`config.mk`:
```
export PLATFORM = sky130hd
export DESIGN_NAME = fir_fold_ctrl
export DESIGN_NICKNAME = d
export VERILOG_FILES = /design/src/rtl/fir_ctrl_pkg.sv /design/src/rtl/fir_tap_counter.sv /design/src/rtl/fir_fold_ctrl.sv
export SDC_FILE = /design/constraint.sdc
export NUM_CORES = 1
export LEC_CHECK = 0
export BUFFER_PORTS_ARGS = -buffer_cell sky130_fd_sc_hd__buf_2
export CAP_MARGIN = 10
export CORE_UTILIZATION = 51
export DETAILED_ROUTE_END_ITERATION = 16
export PLACE_DENSITY_LB_ADDON = 0.25
export SLEW_MARGIN = 15
export SYNTH_ARGS = -nofsm -noshare
export SYNTH_HDL_FRONTEND = slang
export SYNTH_HIERARCHICAL = 1
export SYNTH_SLANG_ARGS = --single-unit
```
`constraint.sdc`:
```
create_clock -name clk -period 2.43 [get_ports clk]
set_input_delay 0.243 -clock clk [delete_from_list [all_inputs] [get_ports clk]]
set_output_delay 0.243 -clock clk [all_outputs]
set_load 0.03 [all_outputs]
```
`src/rtl/fir_ctrl_pkg.sv`:
```
// fir_ctrl_pkg: shared state encoding and default sizing for the folded FIR controller.
package fir_ctrl_pkg;

  localparam int FIR_TAPS    = 8;
  localparam int FIR_ADDR_W  = 3;
  localparam int FIR_MAC_LAT = 1;

  typedef enum logic [2:0] {
    ST_CLR   = 3'd0,
    ST_IDLE  = 3'd1,
    ST_MAC   = 3'd2,
    ST_DRAIN = 3'd3,
    ST_OUT   = 3'd4
  } state_t;

endpackage

```
`src/rtl/fir_tap_counter.sv`:
```
// fir_tap_counter: modulo-TAPS tap index with clear, enable and terminal flag.
// TAPS is a power of two, so the natural ADDR_W wrap is the modulo.
module fir_tap_counter #(
  parameter int TAPS   = 8,
  parameter int ADDR_W = 3
) (
  input  logic              clk,
  input  logic              rst,
  input  logic              clr,
  input  logic              en,
  output logic [ADDR_W-1:0] tap,
  output logic              term
);

  // Tap index register; clear wins over enable.
  always_ff @(posedge clk) begin
    if (!rst) begin
      tap <= '0;
    end else if (clr) begin
      tap <= '0;
    end else if (en) begin
      tap <= tap + ADDR_W'(1);
    end
  end

  assign term = (tap == ADDR_W'(TAPS - 1));

endmodule

```
`src/rtl/fir_fold_ctrl.sv`:
```
// fir_fold_ctrl: scheduler for a folded FIR sharing one MAC across all taps.
// Build option: define FIR_COEF_WR_EN to let the host write coefficients while IDLE.
//
// state | meaning
// CLR   | zero-filling the delay line, one entry per cycle
// IDLE  | waiting for a sample (or a coefficient write)
// MAC   | stepping tap k through the shared MAC, one per cycle
// DRAIN | waiting out the MAC pipeline
// OUT   | result valid, waiting for out_ready
//
// Strobes are registered from the decode of the cycle they describe, so they
// show up one clock after the decision. The accepted sample is written in the
// same cycle as MAC k=0 reads that address; the delay RAM must be write-first.
module fir_fold_ctrl
  import fir_ctrl_pkg::*;
#(
  parameter int TAPS    = FIR_TAPS,
  parameter int ADDR_W  = FIR_ADDR_W,
  parameter int MAC_LAT = FIR_MAC_LAT
) (
  input  logic              clk,
  input  logic              rst,
  input  logic              in_valid,
  output logic              in_ready,
  output logic              out_valid,
  input  logic              out_ready,
  output logic              smp_we,
  output logic              smp_zero,
  output logic [ADDR_W-1:0] smp_waddr,
  output logic [ADDR_W-1:0] smp_raddr,
  output logic [ADDR_W-1:0] coef_addr,
  output logic              coef_we,
  output logic              mac_clr,
  output logic              mac_en,
  output logic              busy,
  input  logic              coef_wr_req,
  input  logic [ADDR_W-1:0] coef_wr_addr,
  output logic              coef_wr_ack
);

  localparam int DRN_W = (MAC_LAT > 1) ? $clog2(MAC_LAT) : 1;
  localparam logic [DRN_W-1:0] DRN_LOAD = DRN_W'((MAC_LAT > 0) ? MAC_LAT - 1 : 0);

  state_t             state, state_d;
  logic [ADDR_W-1:0]  wr_ptr, wr_ptr_d;
  logic [DRN_W-1:0]   drn_cnt, drn_cnt_d;
  logic [ADDR_W-1:0]  tap, k_next;
  logic               tap_term, tap_clr, tap_en;
  logic               coef_grant;

  logic               smp_we_d, smp_zero_d, coef_we_d, coef_ack_d;
  logic               mac_clr_d, mac_en_d, out_valid_d;
  logic [ADDR_W-1:0]  smp_waddr_d, smp_raddr_d, coef_addr_d;

  fir_tap_counter #(
    .TAPS   (TAPS),
    .ADDR_W (ADDR_W)
  ) u_tap (
    .clk  (clk),
    .rst  (rst),
    .clr  (tap_clr),
    .en   (tap_en),
    .tap  (tap),
    .term (tap_term)
  );

`ifdef FIR_COEF_WR_EN
  // The ack cycle blocks a second grant so a host that drops req on ack writes once.
  assign coef_grant = (state == ST_IDLE) & coef_wr_req & ~coef_wr_ack;
`else
  logic unused_coef;
  assign unused_coef = ^{coef_wr_req, coef_wr_addr};
  assign coef_grant  = 1'b0;
`endif

  assign in_ready = (state == ST_IDLE) & ~coef_grant;
  assign k_next   = tap + ADDR_W'(1);

  // Next-state decode and the strobe values for the following cycle.
  always_comb begin
    state_d     = state;
    wr_ptr_d    = wr_ptr;
    drn_cnt_d   = drn_cnt;
    tap_clr     = 1'b0;
    tap_en      = 1'b0;
    smp_we_d    = 1'b0;
    smp_zero_d  = 1'b0;
    smp_waddr_d = '0;
    smp_raddr_d = '0;
    coef_addr_d = '0;
    coef_we_d   = 1'b0;
    coef_ack_d  = 1'b0;
    mac_clr_d   = 1'b0;
    mac_en_d    = 1'b0;
    out_valid_d = 1'b0;
    case (state)
      ST_CLR: begin
        smp_we_d    = 1'b1;
        smp_zero_d  = 1'b1;
        smp_waddr_d = tap;
        tap_en      = 1'b1;
        if (tap_term) state_d = ST_IDLE;
      end
      ST_IDLE: begin
        if (coef_grant) begin
          coef_we_d   = 1'b1;
          coef_ack_d  = 1'b1;
          coef_addr_d = coef_wr_addr;
        end else if (in_valid) begin
          smp_we_d    = 1'b1;
          smp_waddr_d = wr_ptr;
          smp_raddr_d = wr_ptr;
          mac_en_d    = 1'b1;
          mac_clr_d   = 1'b1;
          tap_clr     = 1'b1;
          state_d     = ST_MAC;
        end
      end
      ST_MAC: begin
        tap_en = 1'b1;
        if (tap_term) begin
          if (MAC_LAT == 0) begin
            out_valid_d = 1'b1;
            state_d     = ST_OUT;
          end else begin
            drn_cnt_d = DRN_LOAD;
            state_d   = ST_DRAIN;
          end
        end else begin
          smp_raddr_d = wr_ptr - k_next;
          coef_addr_d = k_next;
          mac_en_d    = 1'b1;
        end
      end
      ST_DRAIN: begin
        if (drn_cnt == '0) begin
          out_valid_d = 1'b1;
          state_d     = ST_OUT;
        end else begin
          drn_cnt_d = drn_cnt - DRN_W'(1);
        end
      end
      ST_OUT: begin
        if (out_ready) begin
          wr_ptr_d = wr_ptr + ADDR_W'(1);
          state_d  = ST_IDLE;
        end else begin
          out_valid_d = 1'b1;
        end
      end
      default: state_d = ST_CLR;
    endcase
  end

  // State, pointer and registered strobes; reset aborts any transaction in flight.
  always_ff @(posedge clk) begin
    if (!rst) begin
      state       <= ST_CLR;
      wr_ptr      <= '0;
      drn_cnt     <= '0;
      smp_we      <= 1'b0;
      smp_zero    <= 1'b0;
      smp_waddr   <= '0;
      smp_raddr   <= '0;
      coef_addr   <= '0;
      coef_we     <= 1'b0;
      coef_wr_ack <= 1'b0;
      mac_clr     <= 1'b0;
      mac_en      <= 1'b0;
      out_valid   <= 1'b0;
      busy        <= 1'b1;
    end else begin
      state       <= state_d;
      wr_ptr      <= wr_ptr_d;
      drn_cnt     <= drn_cnt_d;
      smp_we      <= smp_we_d;
      smp_zero    <= smp_zero_d;
      smp_waddr   <= smp_waddr_d;
      smp_raddr   <= smp_raddr_d;
      coef_addr   <= coef_addr_d;
      coef_we     <= coef_we_d;
      coef_wr_ack <= coef_ack_d;
      mac_clr     <= mac_clr_d;
      mac_en      <= mac_en_d;
      out_valid   <= out_valid_d;
      busy        <= (state_d != ST_IDLE);
    end
  end

endmodule

```
==> impl_metrics.toml <==
[status]
status = "finished clean"

[critical_path]
cp_slowest_stage_delay_ns = 0.40
critPathMaxFanout = 5
crit_path_start_kind = "register"
reg2reg_setup_slack_ns = 0.64
cp_top_family = "adder cells"
crit_buf_inv = 1
rr_endpoint = "smp_raddr[2]"
cp.required_ns = 2.64
cp-end-kind = "register"
critical_path.startpoint = "u_tap/tap[0]"
crit_chain = "ha_1 > inv_1 > fa_1 > xnor2_1 > nor4_2 > a211o_1"
cp_slowest_cell = "fa_1"
path_class = "register to register"
worst-endpoint-arrival_ns = 2.00
reg2reg_from = "u_tap/tap[0]"
r2r.worst_path.cells = 6

[grt]
grt_pass1_wl_mm = 2.93
grt_max_degree = 19
antenna_found_initial = 0
grt_pass1_vias = 677
grt_usage = 0.180
globalRouteOverflowTotal = 0

[flow_run]
cap_violations = 0

[placed_design]
hpwl_mm = 1.33
detailedPlace.worstSlack_ns = 0.624
routabilityCongestion = 0.807
postPlaceCellArea_um2 = 1160
port_buffers = 19

[clock_tree]
numClockSinks = 24
postCtsSetupBuffers = 0
cts_max_level = 1
root_buffer = "clkbuf_4"
clk_pin_slew_worst_paths_ns = 0.13
cts_tree = "done"
cts_resized = 0
cts_buffers = 3
clk_latency_ns = 0.30
cts.path.max_buffers = 2
cts_hold_buf = 0

[sta]
fin_crit_ns = 1.79
period_share = 0.737
hold_violations = 0
worst_pin_slew_ns = 0.508
finClkSkew_ns = 0.00950
maxSlewViolCount = 0
relSlewSlack = 0.661
setup_ws_ns = 0.639
fmax_ghz = 0.558
rsz0062_at_grt = "false"
tns_ns = 0
setup_violations = 0

[power]
power.leakage_nw = 0.566
peakVddDrop_uv = 366
p_per_area_nw_per_um2 = 569

[floorplanning]
core_area_um2 = 1960
fp.dieH_um = 47.7
start_util = 0.543
ios = 26
num_rows = 16
die-width_um = 47.7
die-area_um2 = 2270

[finish]
nFillCells = 197
final_cell_mix = "dfxtp_1, buf_2, nor2_1, nand2b_1"
post-route-cell-area_um2 = 1200
insertedDiodeCount = 0
final_common_cell = "dfxtp_1"
area_growth_pct = 12.6
nets = 145
drive_gt1_frac = 0.215

[synth]
syn-instance-count = 111
ys.flop_type = "dfxtp_1"
ys_seq_area_frac = 0.451
yosysUniqueCellTypes = 32
yosys_register_bits = 24
synth.cell_area_um2 = 1060
ys_async_sr_fraction = 0
postSynthAreaPerCell_um2 = 9.59
yosys_warnings = 6
synth_edf_count = 0

[route]
wirelength_mm = 1.74
viasPerCell = 5.05
ant_nets = 0
vias = 793
firstDrtPassIters = 4
drt-initial-drc-count = 12
drc = 0
wl_per_cell_um = 11.1

[worst_hold_path]
min_from = "rst"
hp-class = "input pin to register"
min_path_cells = 2
min_to = "out_valid"
==> area by class of cell <==
cell class / instances / area [um2] / share of cell area
Clock buffer: 4 / 36.3 / 0.0303
Inverter: 7 / 26.3 / 0.0219
Multi-Input combinational cell: 76 / 527 / 0.439
Sequential cell: 24 / 480 / 0.401
Tap cell: 27 / 33.8 / 0.0282
Timing Repair Buffer: 19 / 95.1 / 0.0793
==> how the worst max path moves through the flow <==
stage	endpoint	slack, ns	cells after the start
6_report	smp_raddr[2]	0.64	6
3_3_place_gp	smp_raddr[2]	0.67	6
4_1_cts	smp_raddr[2]	0.61	6
3_5_place_dp	smp_raddr[2]	0.62	6
5_1_grt	smp_raddr[2]	0.49	6
2_1_floorplan	smp_raddr[2]	0.75	6
==> cells by family after synthesis <==
logic type,Yosys count,share of synthesized area
AO/OA/AOI/OAI,15,0.0858
XOR/XNOR,5,0.0411
adder cells (fa/ha/maj),6,0.0776
buffers and inverters,12,0.0576
flip-flops,24,0.451
multiplexers,3,0.0282
other,1,0.00352
AND/OR/NAND/NOR,45,0.255
==> routing by layer <==
layer  up-vias  wire length, um  track usage
met2        16              823        0.295
met4         0                0       0.0389
met5         -                0            0
met3         0               66       0.0377
met1       377              853        0.244
li1        400                -            -
==> metrics by stage <==
step / utilization / hold slack [ns] / total power [mW] / cells
floorplan: - / 0.365 / 0.474 / 112
global placement: 0.592 / 0.478 / 0.489 / 153
detailed placement: 0.592 / 0.480 / 0.493 / 153
CTS: 0.611 / 0.249 / 0.690 / 157
global route: 0.611 / 0.259 / 0.716 / 157
finish: 0.611 / 0.250 / 0.682 / 157
==> worst reg2reg max path: cells and delay by family, from the launching register on <==
family	cells	cell delay (ns)
buffers and inverters	1	0.06
xor gates and xnor gates	1	0.25
adders and majority gates	2	0.70
AOI/OAI and AO/OA	1	0.26
DFF	1	0.38
and+or+nand+nor	1	0.06
==> registers in the layout, summed over array words and instances (netlist names) <==
name / count
busy: 1
coef_addr: 3
mac_clr: 1
mac_en: 1
out_valid: 1
smp_raddr: 3
smp_waddr: 3
smp_we: 1
smp_zero: 1
state: 3
u_tap/tap: 3
wr_ptr: 3
==> cell usage after synthesis, types with 2 or more instances <==
| master | count | area share |
|---|---|---|
| dfxtp_1 | 24 | 0.45 |
| nor2_1 | 14 | 0.049 |
| nand2b_1 | 8 | 0.047 |
| a21oi_1 | 7 | 0.033 |
| inv_1 | 7 | 0.025 |
| and2_1 | 6 | 0.035 |
| ha_1 | 5 | 0.059 |
| xnor2_1 | 5 | 0.041 |
| mux2i_1 | 3 | 0.028 |
| nand2_1 | 3 | 0.011 |
| nand3_1 | 3 | 0.014 |
| nor2b_1 | 3 | 0.018 |
| o21ai_0 | 3 | 0.014 |
| buf_4 | 2 | 0.014 |
==> power breakdown <==
group / switching [mW] / internal, mW
clock network: 0.108 / 0.0912
registers: 0.00784 / 0.403
logic: 0.0446 / 0.0272
Note: power is estimated with default switching activity, not from simulation.
